`src/rtl/xor_tree_fault_monitor.sv`:
```
// Laser fault-injection target: registered XOR tree, independent golden parity path,
// mismatch FSM with sticky flag and saturating counter. Optional capture: XOR_FAULT_CAPTURE_EN.
module xor_tree_fault_monitor #(
    parameter int WIDTH = 6,
    parameter int CNT_W = 16,
    parameter int DIV_W = 8
) (
    input  logic             sysclk,
    input  logic             rst,
    input  logic [WIDTH-2:0] a,
    input  logic             osc_en,
    input  logic [DIV_W-1:0] div,
    input  logic             arm,
    input  logic             clear,
    output logic             q,
    output logic             golden,
    output logic             fault,
    output logic [CNT_W-1:0] fault_cnt,
    output logic [1:0]       state
`ifdef XOR_FAULT_CAPTURE_EN
    ,
    output logic [WIDTH-1:0] fault_vec,
    output logic [31:0]      fault_time
`endif
);

    typedef enum logic [1:0] {
        IDLE    = 2'd0,
        SETTLE  = 2'd1,
        WATCH   = 2'd2,
        FAULTED = 2'd3
    } state_t;

    localparam logic [CNT_W-1:0] CNT_MAX = {CNT_W{1'b1}};

    state_t             state_q, state_d;
    logic               settle_cnt;
    logic               tgl;
    logic [DIV_W-1:0]   div_cnt;
    logic [WIDTH-1:0]   in_r;
    logic               mismatch;
    logic               count_en;
    logic               first_hit;

    // Target and golden are built separately so the fault only hits one of them.
    (* dont_touch = "true" *) logic tgt_xor;
    (* dont_touch = "true" *) logic gold_par;

    assign tgt_xor = ^in_r;

    always_comb begin
        gold_par = 1'b0;
        for (int i = 0; i < WIDTH; i++) begin
            gold_par = gold_par ^ in_r[i];
        end
    end

    // Toggle generator: half-period is div+1 cycles; counter parks at 0 when disabled.
    always_ff @(posedge sysclk) begin
        if (rst) begin
            tgl     <= 1'b0;
            div_cnt <= '0;
        end else if (osc_en) begin
            if (div_cnt == div) begin
                tgl     <= ~tgl;
                div_cnt <= '0;
            end else begin
                div_cnt <= div_cnt + 1'b1;
            end
        end else begin
            div_cnt <= '0;
        end
    end

    always_ff @(posedge sysclk) begin
        if (rst) begin
            in_r   <= '0;
            q      <= 1'b0;
            golden <= 1'b0;
        end else begin
            in_r   <= {tgl, a};
            q      <= tgt_xor;
            golden <= gold_par;
        end
    end

    assign mismatch = (q != golden);

    always_ff @(posedge sysclk) begin
        if (rst) begin
            state_q    <= IDLE;
            settle_cnt <= 1'b0;
        end else begin
            state_q    <= state_d;
            settle_cnt <= (state_q == SETTLE && state_d == SETTLE) ? 1'b1 : 1'b0;
        end
    end

    always_comb begin
        state_d = state_q;
        if (clear) begin
            state_d = IDLE;
        end else begin
            case (state_q)
                IDLE:    if (arm) state_d = SETTLE;
                SETTLE:  if (!arm) state_d = IDLE;
                         else if (settle_cnt) state_d = WATCH;
                WATCH:   if (!arm) state_d = IDLE;
                         else if (mismatch) state_d = FAULTED;
                FAULTED: if (!arm) state_d = IDLE;
                default: state_d = IDLE;
            endcase
        end
    end

    always_comb begin
        count_en  = 1'b0;
        first_hit = 1'b0;
        if (!clear && arm && (state_q == WATCH || state_q == FAULTED)) begin
            count_en  = mismatch;
            first_hit = mismatch && (state_q == WATCH);
        end
    end

    assign state = state_q;

    always_ff @(posedge sysclk) begin
        if (rst || clear) begin
            fault     <= 1'b0;
            fault_cnt <= '0;
        end else if (count_en) begin
            fault <= 1'b1;
            if (fault_cnt != CNT_MAX) fault_cnt <= fault_cnt + 1'b1;
        end
    end

`ifdef XOR_FAULT_CAPTURE_EN
    logic [31:0]      tstamp;
    logic [WIDTH-1:0] in_r_d;

    // in_r_d lines up with the q/golden pair being compared this cycle.
    always_ff @(posedge sysclk) begin
        if (rst) begin
            tstamp <= '0;
            in_r_d <= '0;
        end else begin
            tstamp <= tstamp + 32'd1;
            in_r_d <= in_r;
        end
    end

    always_ff @(posedge sysclk) begin
        if (rst || clear) begin
            fault_vec  <= '0;
            fault_time <= '0;
        end else if (first_hit) begin
            fault_vec  <= in_r_d;
            fault_time <= tstamp;
        end
    end
`endif

endmodule

```
`config.mk`:
```
export PLATFORM = sky130hd
export DESIGN_NAME = xor_tree_fault_monitor
export DESIGN_NICKNAME = d
export VERILOG_FILES = /design/src/rtl/xor_tree_fault_monitor.sv
export SDC_FILE = /design/constraint.sdc
export NUM_CORES = 1
export LEC_CHECK = 0
export ABC_AREA = 1
export CORE_UTILIZATION = 25
export CTS_CLUSTER_DIAMETER = 100
export DETAILED_ROUTE_END_ITERATION = 16
export PLACE_DENSITY = 0.57
export SYNTH_ARGS = -nofsm -noshare
export SYNTH_HDL_FRONTEND = slang
export SYNTH_SLANG_ARGS = --single-unit
```
`constraint.sdc`:
```
create_clock -name sysclk -period 1.5 [get_ports sysclk]
set_input_delay 0.3 -clock sysclk [delete_from_list [all_inputs] [get_ports sysclk]]
set_output_delay 0.3 -clock sysclk [all_outputs]
set_load 0.05 [all_outputs]
```
Word level (Yosys, flattened, before mapping)
Index checks and enable logic that the tools add are counted.
- input port bits: 18
- output and inout bits: 21
- word-level logic and storage cells: 46
- bits in registers: 37
- bitwise gates (word level): 7
- equality and inequality tests: 7
- mux-type cells: 10
- reduce and logical (&&, ||, !) cells: 11
- add/sub/neg operators: 2
- operators with widths (kind ; count):
    adder 16 x 1 -> 16 bit, second input constant ; 1
    inequality test 16 bit, second input constant ; 1
    2-to-1 mux 2 bit ; 7
    adder 8 x 1 -> 8 bit, second input constant ; 1
    equality test 8 bit ; 1
    case mux 2 bit (4 select lines) ; 1
    parity 6 bit ; 1
    bitwise XOR 1 bit ; 5
    equality test 2 x 1 -> 1 bit, second input constant ; 2
    equality test 2 bit, second input constant ; 2
    AND reduction 2 bit ; 2
    logical AND 1 bit ; 3
    OR reduction 3 bit ; 1
    zero test 2 bit ; 1
    logical OR 1 bit ; 2
    2-to-1 mux 1 bit ; 2
    inverter 1 bit ; 2
    zero test 1 bit ; 1
    inequality test 1 bit ; 1

Longest topological paths before layout
- depth in word-level cells: 8
- mapped depth: 10
- gate-level depth less buffers: 10

Worst setup path before layout
OpenSTA, ideal clock, no wires.
- kind: reg-to-reg
- from: register fault_cnt[1]
- to: register fault_cnt[2]
- arrival time: 1.854 ns
- stages on the path, launching flop included: 11
- slack: -0.420 ns
- path buffers: 1
- setup time: 0.066 ns
- required time: 1.434 ns
- period minus slack after synthesis: 1.920 ns
- cells stage by stage: dfxtp_1 -> ha_1 -> nand2_2 -> nor2_2 -> nand2_2 -> nor2_4 -> nor2_4 -> inv_4 -> buf_6 -> nand2_1 -> a21oi_2
- word-level cells in the longest chain between the ends: 2
- ends and longest elaborated chain (what ; line ; RTL):
    from (decl) ; 18 ; output logic [CNT_W-1:0] fault_cnt,
    from (signal assigned) ; 133 ; if (fault_cnt != CNT_MAX) fault_cnt <= fault_cnt + 1'b1;
    parallel branches: the longest is 2 deep, another holds adder 16 x 1 -> 16 bit ; -- ;
Several ways; the timed one is not identified.
A chain may end at the register's enable or synchronous reset.

Final worst setup path
- from: register fault_cnt[1]
- to: register fault_cnt[1]
The elaborated chain is that of the path after synthesis.

==> qor.yml <==
sta:
  max_freq_mhz: 684
  relSlewSlack: 0.785
  post-route-period-util: 0.974
  fin_crit_ns: 1.46
  setup_viol: 0
  rsz0062_at_grt: "true"
  worstMarginPinSlew_ns: 0.322
  slew_viol_final: 0
  setup_tns_ns: 0
  skew_ns: 0.00710
  hold_viol_final: 0
clock_tree:
  cts.htree.levels: 2
  root_buffer: "clkbuf_8"
  clk_latency_ns: 0.29
  cts_inserted_buffers: 5
  cts_sinks: 37
  cts_tree: "yes"
  clockBufferDepth: 2
  clkTransAtPathRegs_ns: 0.07
layout:
  drive_gt1_frac: 0.261
  area_growth_pct: 56.4
  n_antenna_cell: 0
  fin_area_mm2: 0.00319
  nNetsFinal: 413
grt:
  grt_max_degree: 15
  antenna_found_initial: 0
  overflow: 0
  grt_pass1_wl_mm: 8.53
  grt_pass1_vias: 1951
  grt_usage: 0.124
power_and_ir_drop:
  peakVddDrop_uv: 341
  p_per_area_mw_per_mm2: 609
  p_leak_nw: 1.35
worst_setup_path:
  rr_worst_depth: 10
  worstPathMaxFanout: 5
  critPathCaptureType: "flop"
  crit_arrival_ns: 1.65
  required_ns: 1.69
  critPathLaunchType: "flop"
  worst_r2r_endpoint: "fault_cnt[1]"
  r2r_slack_ns: 0.04
  critical_path_class: "flop to flop"
  timing.rr.start: "fault_cnt[1]"
logic_synthesis:
  ys_async_sr_fraction: 0
  synth_top_area_share: 0.364
  synth_top_area_cell: "dfxtp_1"
  syn-instance-count: 321
  synth_area_mm2: 0.00204
  synth_seq_cells: 37
  syn_nets: 341
  synth_flop_cell: "dfxtp_1"
  synth_edf_count: 0
  yosysUniqueCellTypes: 25
  synth.area.top_cells: "dfxtp_1, nand2_1, nor2_1"
  yosysWarnings: 0
  synth.avg_cell_area_um2: 6.35
  seq_area_frac_synth: 0.364
min_path:
  hold_path.startpoint: "tgl"
  min_delay_path_depth: 2
  min_to: "in_r[5]"
  min_path_type: "flop to flop"
flow_run:
  maxCapViolCount: 0
routing:
  routed_wl_mm: 4.80
  detail-route-antenna-nets: 0
  vias_per_cell: 4.18
  drc: 0
  via_count: 2074
  wl_per_cell_um: 9.68
  firstDrtPassIters: 4
  drtIter0Drc: 63
die:
  core_area_mm2: 0.00781
  dieArea_mm2: 0.00851
  start_util: 0.261
  die_y_um: 92.3
  num_rows: 32
  die_x_um: 92.3
  ioPinCount: 39
placement:
  io_buffers: 38
  place_congestion: 0.823
  postPlaceCellArea_mm2: 0.00300
  dp_hpwl_mm: 3.77
outcome:
  status: "completed"
what timing repair did:
action	CTS	global route
gates resized for setup	1	14
endpoints found under the setup margin	5	16
hold buffers	0	0
buffers inserted	0	3
pin swaps	0	5
cloned	0	1
critical path, stage by stage, from the launching register on:
cell	delay (ns)
dfxtp_4	0.36
ha_4	0.14
nand2_4	0.06
nor2_4	0.14
nand2_4	0.07
nor2_4	0.11
nor2_4	0.06
buf_6	0.12
clkbuf_16	0.14
o21ai_2	0.11
nor2_1	0.05
cells in the final DEF (no fill, tap or decap), drive strengths merged:
cell,instances
nand2,110
nor2,56
buf,52
inv,50
dfxtp,37
clkdlybuf4s50,17
nand3,14
a21oi,14
xor2,7
xnor2,7
clkbuf,7
o21ai,6
nand4,5
nor3,4
clkinv,3
o21bai,2
ha,2
and2,1
synth_stat cells, types with 2 or more instances:
master	n
a21oi_1	6
a21oi_2	8
buf_2	2
dfxtp_1	37
ha_1	2
inv_1	50
nand2_1	108
nand2_2	2
nand3_1	14
nand4_1	5
nor2_1	53
nor2_4	2
nor3_1	4
o21ai_0	4
o21ai_1	2
xnor2_1	7
xor2_1	7
where the power goes:
group / total, mW / switching (mW) / internal (mW) / leakage, nW
clock: 0.686 / 0.364 / 0.322 / 0.0450
combinational: 0.239 / 0.113 / 0.127 / 0.991
sequential: 1.01 / 0.0176 / 0.996 / 0.311
total: 1.94 / 0.494 / 1.45 / 1.35
kinds of logic after synthesis:
family,Yosys count,share of synthesized area
AO/OA/AOI/OAI,22,0.0731
XOR/XNOR,14,0.0602
adder cells (fa/ha/maj),2,0.0123
buffers and inverters,56,0.111
flip-flops,37,0.364
AND/OR/NAND/NOR,190,0.380
metrics by stage:
stage / utilization / total power [mW] / hold slack (ns) / worst slack, ns / instances
3_3_place_gp: 0.385 / 1.27 / 0.446 / -0.242 / 484
5_1_grt: 0.408 / 2.04 / 0.471 / -0.0333 / 496
3_5_place_dp: 0.385 / 1.28 / 0.443 / -0.265 / 484
2_1_floorplan: - / 1.15 / 0.407 / 0.00259 / 321
6_report: 0.408 / 1.94 / 0.450 / 0.0387 / 496
4_1_cts: 0.396 / 1.97 / 0.454 / 0.0169 / 492
worst max-delay path by stage:
stage,from,endpoint,slack (ns),cells past startpoint
floorplan,fault_cnt[0],fault_cnt[2],0.003,10
global placement,arm,fault_cnt[6],-0.24,8
detailed placement,arm,fault_cnt[6],-0.27,8
CTS,fault_cnt[0],fault_cnt[4],0.02,10
global route,fault_cnt[1],fault_cnt[1],-0.03,10
finish,fault_cnt[1],fault_cnt[1],0.04,10
flip-flops by register name (all words and copies together) (netlist names):
name,count
in_r,6
fault,1
state,2
tgl,1
div_cnt,8
golden,1
fault_cnt,16
settle_cnt,1
q,1
metal layers:
layer / vias to the layer above / track usage / wire [um]
met4: 0 / 0.0430 / 74
li1: 1107 / - / -
met5: - / 0 / 0
met3: 8 / 0.0274 / 189
met2: 46 / 0.223 / 2440
met1: 913 / 0.143 / 2100
final cells by class:
class | instances | area (um2)
fill | 797 | 4620
sequential | 37 | 772
clock inverter | 2 | 10.0
clock buffer | 6 | 72.6
timing repair buffer | 70 | 877
inverter | 51 | 204
tap | 102 | 128
multi-input combinational | 228 | 1120
Power figures use the tool's default switching activity.
